`config.mk`:
```
export PLATFORM = sky130hd
export DESIGN_NAME = icache_bank_rr_arbiter
export DESIGN_NICKNAME = d
export VERILOG_FILES = /design/src/rtl/icache_intc_pkg.sv /design/src/rtl/icache_id_fifo.sv /design/src/rtl/icache_bank_rr_arbiter.sv
export SDC_FILE = /design/constraint.sdc
export NUM_CORES = 1
export LEC_CHECK = 0
export CAP_MARGIN = 20
export CORE_AREA = 5 5 145 147
export DETAILED_ROUTE_END_ITERATION = 10
export DIE_AREA = 0 0 150 152
export GPL_TIMING_DRIVEN = 1
export PLACE_DENSITY = 0.71
export SETUP_SLACK_MARGIN = 0.4
export SYNTH_ARGS = -nofsm -noshare
export SYNTH_HDL_FRONTEND = slang
export SYNTH_SLANG_ARGS = --single-unit
export TNS_END_PERCENT = 20
```
`constraint.sdc`:
```
create_clock -name clk_i -period 4.1 [get_ports clk_i]
set_input_delay 0.82 -clock clk_i [delete_from_list [all_inputs] [get_ports clk_i]]
set_output_delay 0.82 -clock clk_i [all_outputs]
set_load 0.02 [all_outputs]
```
`src/rtl/icache_intc_pkg.sv`:
```
// rtl/icache_intc_pkg.sv - shared types and the wrapping priority search for the icache interconnect
package icache_intc_pkg;

   localparam int unsigned DEF_N_CORES = 8;
   localparam int unsigned MAX_SEARCH  = 32;

   typedef enum logic {ARB = 1'b0, LOCK = 1'b1} arb_state_e;
   typedef logic [$clog2(DEF_N_CORES)-1:0] core_id_t;

   // First set bit of req at or after ptr, wrapping at n; found stays 0 when nothing requests.
   function automatic int unsigned rr_search(input logic [MAX_SEARCH-1:0] req,
                                             input int unsigned           n,
                                             input int unsigned           ptr,
                                             output logic                 found);
      int unsigned idx;
      rr_search = 0;
      found     = 1'b0;
      for (int unsigned i = 0; i < MAX_SEARCH; i++) begin
         idx = ptr + i;
         if (idx >= n) idx = idx - n;
         if (!found && (i < n) && req[idx[4:0]]) begin
            found     = 1'b1;
            rr_search = idx;
         end
      end
   endfunction

endpackage

```
`src/rtl/icache_id_fifo.sv`:
```
// rtl/icache_id_fifo.sv - in-order FIFO of granted core IDs awaiting their bank response
module icache_id_fifo #(
   parameter int unsigned DEPTH = 2,
   parameter int unsigned WIDTH = 3
) (
   input  logic             clk,
   input  logic             rst_n,
   input  logic             push,
   input  logic [WIDTH-1:0] wdata,
   input  logic             pop,
   output logic             full,
   output logic             empty,
   output logic [WIDTH-1:0] head
);

   localparam int unsigned PTR_W = (DEPTH > 1) ? $clog2(DEPTH) : 1;
   localparam int unsigned CNT_W = $clog2(DEPTH + 1);

   logic [WIDTH-1:0] mem [DEPTH];
   logic [PTR_W-1:0] wr_ptr, rd_ptr;
   logic [CNT_W-1:0] count;
   logic             do_push, do_pop;

   function automatic logic [PTR_W-1:0] wrap_inc(input logic [PTR_W-1:0] p);
      return (p == PTR_W'(DEPTH - 1)) ? '0 : p + 1'b1;
   endfunction

   assign full    = (count == CNT_W'(DEPTH));
   assign empty   = (count == '0);
   assign head    = mem[rd_ptr];
   assign do_push = push && !full;
   assign do_pop  = pop && !empty;

   always_ff @(posedge clk) begin
      if (do_push) mem[wr_ptr] <= wdata;
   end

   always_ff @(posedge clk or negedge rst_n) begin
      if (!rst_n) begin
         wr_ptr <= '0;
         rd_ptr <= '0;
         count  <= '0;
      end else begin
         if (do_push) wr_ptr <= wrap_inc(wr_ptr);
         if (do_pop)  rd_ptr <= wrap_inc(rd_ptr);
         case ({do_push, do_pop})
            2'b10:   count <= count + 1'b1;
            2'b01:   count <= count - 1'b1;
            default: count <= count;
         endcase
      end
   end

endmodule

```
`src/rtl/icache_bank_rr_arbiter.sv`:
```
// rtl/icache_bank_rr_arbiter.sv - round-robin fetch arbiter for one icache bank with in-order response routing
module icache_bank_rr_arbiter
   import icache_intc_pkg::*;
#(
   parameter int unsigned N_CORES         = 8,
   parameter int unsigned ADDR_WIDTH      = 32,
   parameter int unsigned DATA_WIDTH      = 32,
   parameter int unsigned MAX_OUTSTANDING = 2
) (
   input  logic                                clk_i,
   input  logic                                rst_ni,
   input  logic [N_CORES-1:0]                  core_req_i,
   input  logic [N_CORES-1:0][ADDR_WIDTH-1:0]  core_addr_i,
   output logic [N_CORES-1:0]                  core_gnt_o,
   output logic [N_CORES-1:0]                  core_r_valid_o,
   output logic [DATA_WIDTH-1:0]               core_r_rdata_o,
   output logic                                bank_req_o,
   output logic [ADDR_WIDTH-1:0]               bank_addr_o,
   input  logic                                bank_gnt_i,
   input  logic                                bank_r_valid_i,
   input  logic [DATA_WIDTH-1:0]               bank_r_rdata_i,
   output logic                                spurious_rsp_o
);

   localparam int unsigned ID_W = $clog2(N_CORES);

   arb_state_e      state, state_next;
   logic [ID_W-1:0] rr_ptr, lock_id, winner, rr_winner, fifo_head;
   logic            rr_found, winner_valid, handshake, rsp_pop;
   logic            fifo_full, fifo_empty;
   int unsigned     rr_idx;

   always_comb begin
      rr_found  = 1'b0;
      rr_idx    = rr_search(MAX_SEARCH'(core_req_i), N_CORES, 32'(rr_ptr), rr_found);
      rr_winner = ID_W'(rr_idx);
   end

   always_ff @(posedge clk_i or negedge rst_ni) begin
      if (!rst_ni) state <= ARB;
      else         state <= state_next;
   end

   // A stalled request locks its core so the bank sees a stable request until the grant.
   always_comb begin
      state_next = state;
      case (state)
         ARB:     if (bank_req_o && !bank_gnt_i) state_next = LOCK;
         LOCK:    if (handshake) state_next = ARB;
         default: state_next = ARB;
      endcase
   end

   always_comb begin
      winner         = (state == LOCK) ? lock_id : rr_winner;
      winner_valid   = (state == LOCK) || rr_found;
      bank_req_o     = winner_valid && !fifo_full;
      bank_addr_o    = winner_valid ? core_addr_i[winner] : '0;
      handshake      = bank_req_o && bank_gnt_i;
      core_gnt_o     = '0;
      if (handshake) core_gnt_o[winner] = 1'b1;
      rsp_pop        = bank_r_valid_i && !fifo_empty;
      core_r_valid_o = '0;
      if (rsp_pop) core_r_valid_o[fifo_head] = 1'b1;
      core_r_rdata_o = rsp_pop ? bank_r_rdata_i : '0;
   end

   always_ff @(posedge clk_i or negedge rst_ni) begin
      if (!rst_ni) begin
         rr_ptr         <= '0;
         lock_id        <= '0;
         spurious_rsp_o <= 1'b0;
      end else begin
         if (handshake)
            rr_ptr <= (winner == ID_W'(N_CORES - 1)) ? '0 : winner + 1'b1;
         if ((state == ARB) && bank_req_o && !bank_gnt_i)
            lock_id <= winner;
         if (bank_r_valid_i && fifo_empty)
            spurious_rsp_o <= 1'b1;
      end
   end

   icache_id_fifo #(
      .DEPTH (MAX_OUTSTANDING),
      .WIDTH (ID_W)
   ) u_id_fifo (
      .clk   (clk_i),
      .rst_n (rst_ni),
      .push  (handshake),
      .wdata (winner),
      .pop   (rsp_pop),
      .full  (fifo_full),
      .empty (fifo_empty),
      .head  (fifo_head)
   );

endmodule

```
==> results.json <==
{
  "status": "complete, but fails checks",
  "violations": "negative setup slack",
  "grt_max_degree": 66,
  "finalSetupViolCount": 40,
  "clk_latency_ns": 0.25,
  "worstSetupStartpoint": "rr_ptr[1]",
  "die-area_um2": 22800,
  "crit_chain": "clkinvlp_4 > ha_4 > buf_6 > mux2i_4 > mux4_2 > nor3b_4 > a2111oi_4 > buf_4 > a221oi_4 > buf_12 > buf_12 > buf_16 > mux2i_4 > mux2i_1 > a22o_4 > buf_6",
  "cts_buffer_depth": 2,
  "hold_path_class": "reg2reg",
  "maxSlewViolCount": 0,
  "dr.pass1.iters": 8,
  "start_util": 0.292,
  "drt_iter0_drc": 555,
  "route.met3.wl_mm": 2.58,
  "die-height_um": 152,
  "yosys_warnings": 0,
  "cts.sinks": 18,
  "path_max_fanout": 8,
  "fillers": 1708,
  "place_congestion": 0.951,
  "vias": 7626,
  "cp.arrival_ns": 4.08,
  "highest_layer": "met5",
  "cts_max_level": 1,
  "drt_wl_total_mm": 30.1,
  "synth_cell_type_count": 79,
  "viasPerCell": 5.49,
  "hpwl_mm": 23.8,
  "core-area_um2": 19800,
  "wl_per_cell_um": 21.6,
  "rsz0062_at_grt": "true",
  "drive_gt1_frac": 0.364,
  "syn_avg_cell_area_um2": 8.90,
  "layout_common_cells": "332 x clkdlybuf4s50_1, 120 x buf_4, 76 x mux2i_1",
  "hold_viol_final": 0,
  "whs_ns": 0.450,
  "synthArstFlopShare": 0.667,
  "critPathBufInv": 7,
  "die_w_um": 150,
  "grt_pass1_vias": 7578,
  "worstMarginPinSlew_ns": 0.632,
  "cts_tree": "built",
  "portBuffers": 381,
  "synth_edf_count": 6,
  "ioPinCount": 382,
  "syn-num-nets": 959,
  "yosys_register_bits": 18,
  "worst_slack_ns": -0.801,
  "post-route-drc-count": 0,
  "clk_pin_slew_ns": 0.05,
  "worst_ep_required_time_ns": 3.28,
  "crit_path_end_kind": "output port",
  "grt_first_pass_wirelength_mm": 43.5,
  "clockRootBuffer": "clkbuf_16",
  "wl_met1_mm": 11.4,
  "maxCapViolCount": 0,
  "max_freq_mhz": 204,
  "antenna_found_initial": 4,
  "rows": 52,
  "crit_family": "buffers and inverters",
  "hp-start": "spurious_rsp_o",
  "slew-limit-headroom": 0.577,
  "finalCritPeriodShare": 1.20,
  "dr_wl_met2_mm": 15.1,
  "final_common_cell": "clkdlybuf4s50_1",
  "finalNetCount": 1429,
  "area_growth_pct": 105,
  "drtAntennaViolNets": 0,
  "grtUsageTotal": 0.240,
  "grt_overflow": 0,
  "crit_type": "reg2out",
  "timing.rr.start": "rr_ptr[1]",
  "fin_skew_ns": 0.00506,
  "min_period_ns": 4.90,
  "syn_inst": 648,
  "cts_buffers": 3,
  "synth.cell_area_um2": 5770,
  "synth_ff_type": "dfrtp_1",
  "slowest_stage": "mux4_2",
  "startpoint_type": "register",
  "cp_slowest_stage_delay_ns": 0.53,
  "ys_seq_area_frac": 0.0833
}
## worst paths after layout
check                                    to  slack (ns)  cells past startpoint
setup / recovery            bank_addr_o[24]       -0.80                     16
hold / removal               spurious_rsp_o        0.45                      1
setup reg to reg                  rr_ptr[2]        0.18                     16
hold reg to reg              spurious_rsp_o        0.45                      1
max in group asynchronous        lock_id[0]        2.69                      1
min in group asynchronous  u_id_fifo.wr_ptr        0.97                      1
## timing repair
item                       4_1_cts  5_1_grt
gates cloned                     3        1
setup endpoints to repair       50       55
resized for setup              294       47
buffers inserted                13       13
hold buffers                     0        0
pin swaps                       37       28
## kinds of logic after synthesis
group / count (synthesis) / synth area share
multiplexers: 188 / 0.363
buffers and inverters: 79 / 0.0846
AND/OR/NAND/NOR: 150 / 0.136
flip-flops: 18 / 0.0833
AO/OA/AOI/OAI: 194 / 0.297
XOR/XNOR: 8 / 0.0122
adder cells (fa/ha/maj): 11 / 0.0239
## routing by layer
metal / track usage / up-vias
met2: 0.431 / 353
met1: 0.283 / 3643
met5: 0 / -
met4: 0.0728 / 4
met3: 0.0521 / 61
li1: - / 3565
## registers in the layout, indices dropped and copies added, names as in the netlist, named ones only
register and count:
rr_ptr 3, lock_id 3, u_id_fifo.mem 6, u_id_fifo.wr_ptr 1, u_id_fifo.rd_ptr 1, u_id_fifo.count 2, spurious_rsp_o 1
## metrics by stage
step                       util  setup WS [ns]  cell area (µm²)  setup TNS, ns  cells
after detailed placement  0.550          -1.30            10900         -47.88   1353
after global placement    0.550          -1.32            10900         -46.89   1353
after CTS                 0.581         -0.770            11500         -25.15   1373
after global routing      0.598         -0.927            11800         -31.13   1389
final                     0.598         -0.801            11800         -25.51   1389
after floorplan               -         -0.162             5980          -5.36    648
## cell type report
| type | instances | area [µm²] | area share |
|---|---|---|---|
| Timing Repair inverter | 1 | 11.3 | 0.000952 |
| Clock inverter | 1 | 3.75 | 0.000317 |
| Inverter | 12 | 71.3 | 0.00603 |
| Sequential cell | 18 | 483 | 0.0408 |
| Clock buffer | 3 | 75.1 | 0.00635 |
| Tap cell | 270 | 338 | 0.0286 |
| Timing Repair Buffer | 531 | 5320 | 0.450 |
| Multi-Input combinational cell | 551 | 5520 | 0.467 |
| Antenna cell | 2 | 5.00 | 0.000423 |
## synth_stat cells (18+ instances only)
master | instances | area (µm²)
nor2_1 | 35 | 131
nand2_1 | 29 | 109
o211a_1 | 18 | 180
mux2_1 | 24 | 270
a221oi_1 | 23 | 201
clkbuf_1 | 28 | 105
mux2i_1 | 90 | 901
a31oi_1 | 18 | 113
and2_1 | 32 | 200
a222oi_1 | 22 | 220
mux2_2 | 65 | 732
buf_2 | 20 | 100
Power is not shown: default switching activity piles up to over one toggle a cycle in this logic, so the estimate is an artifact.
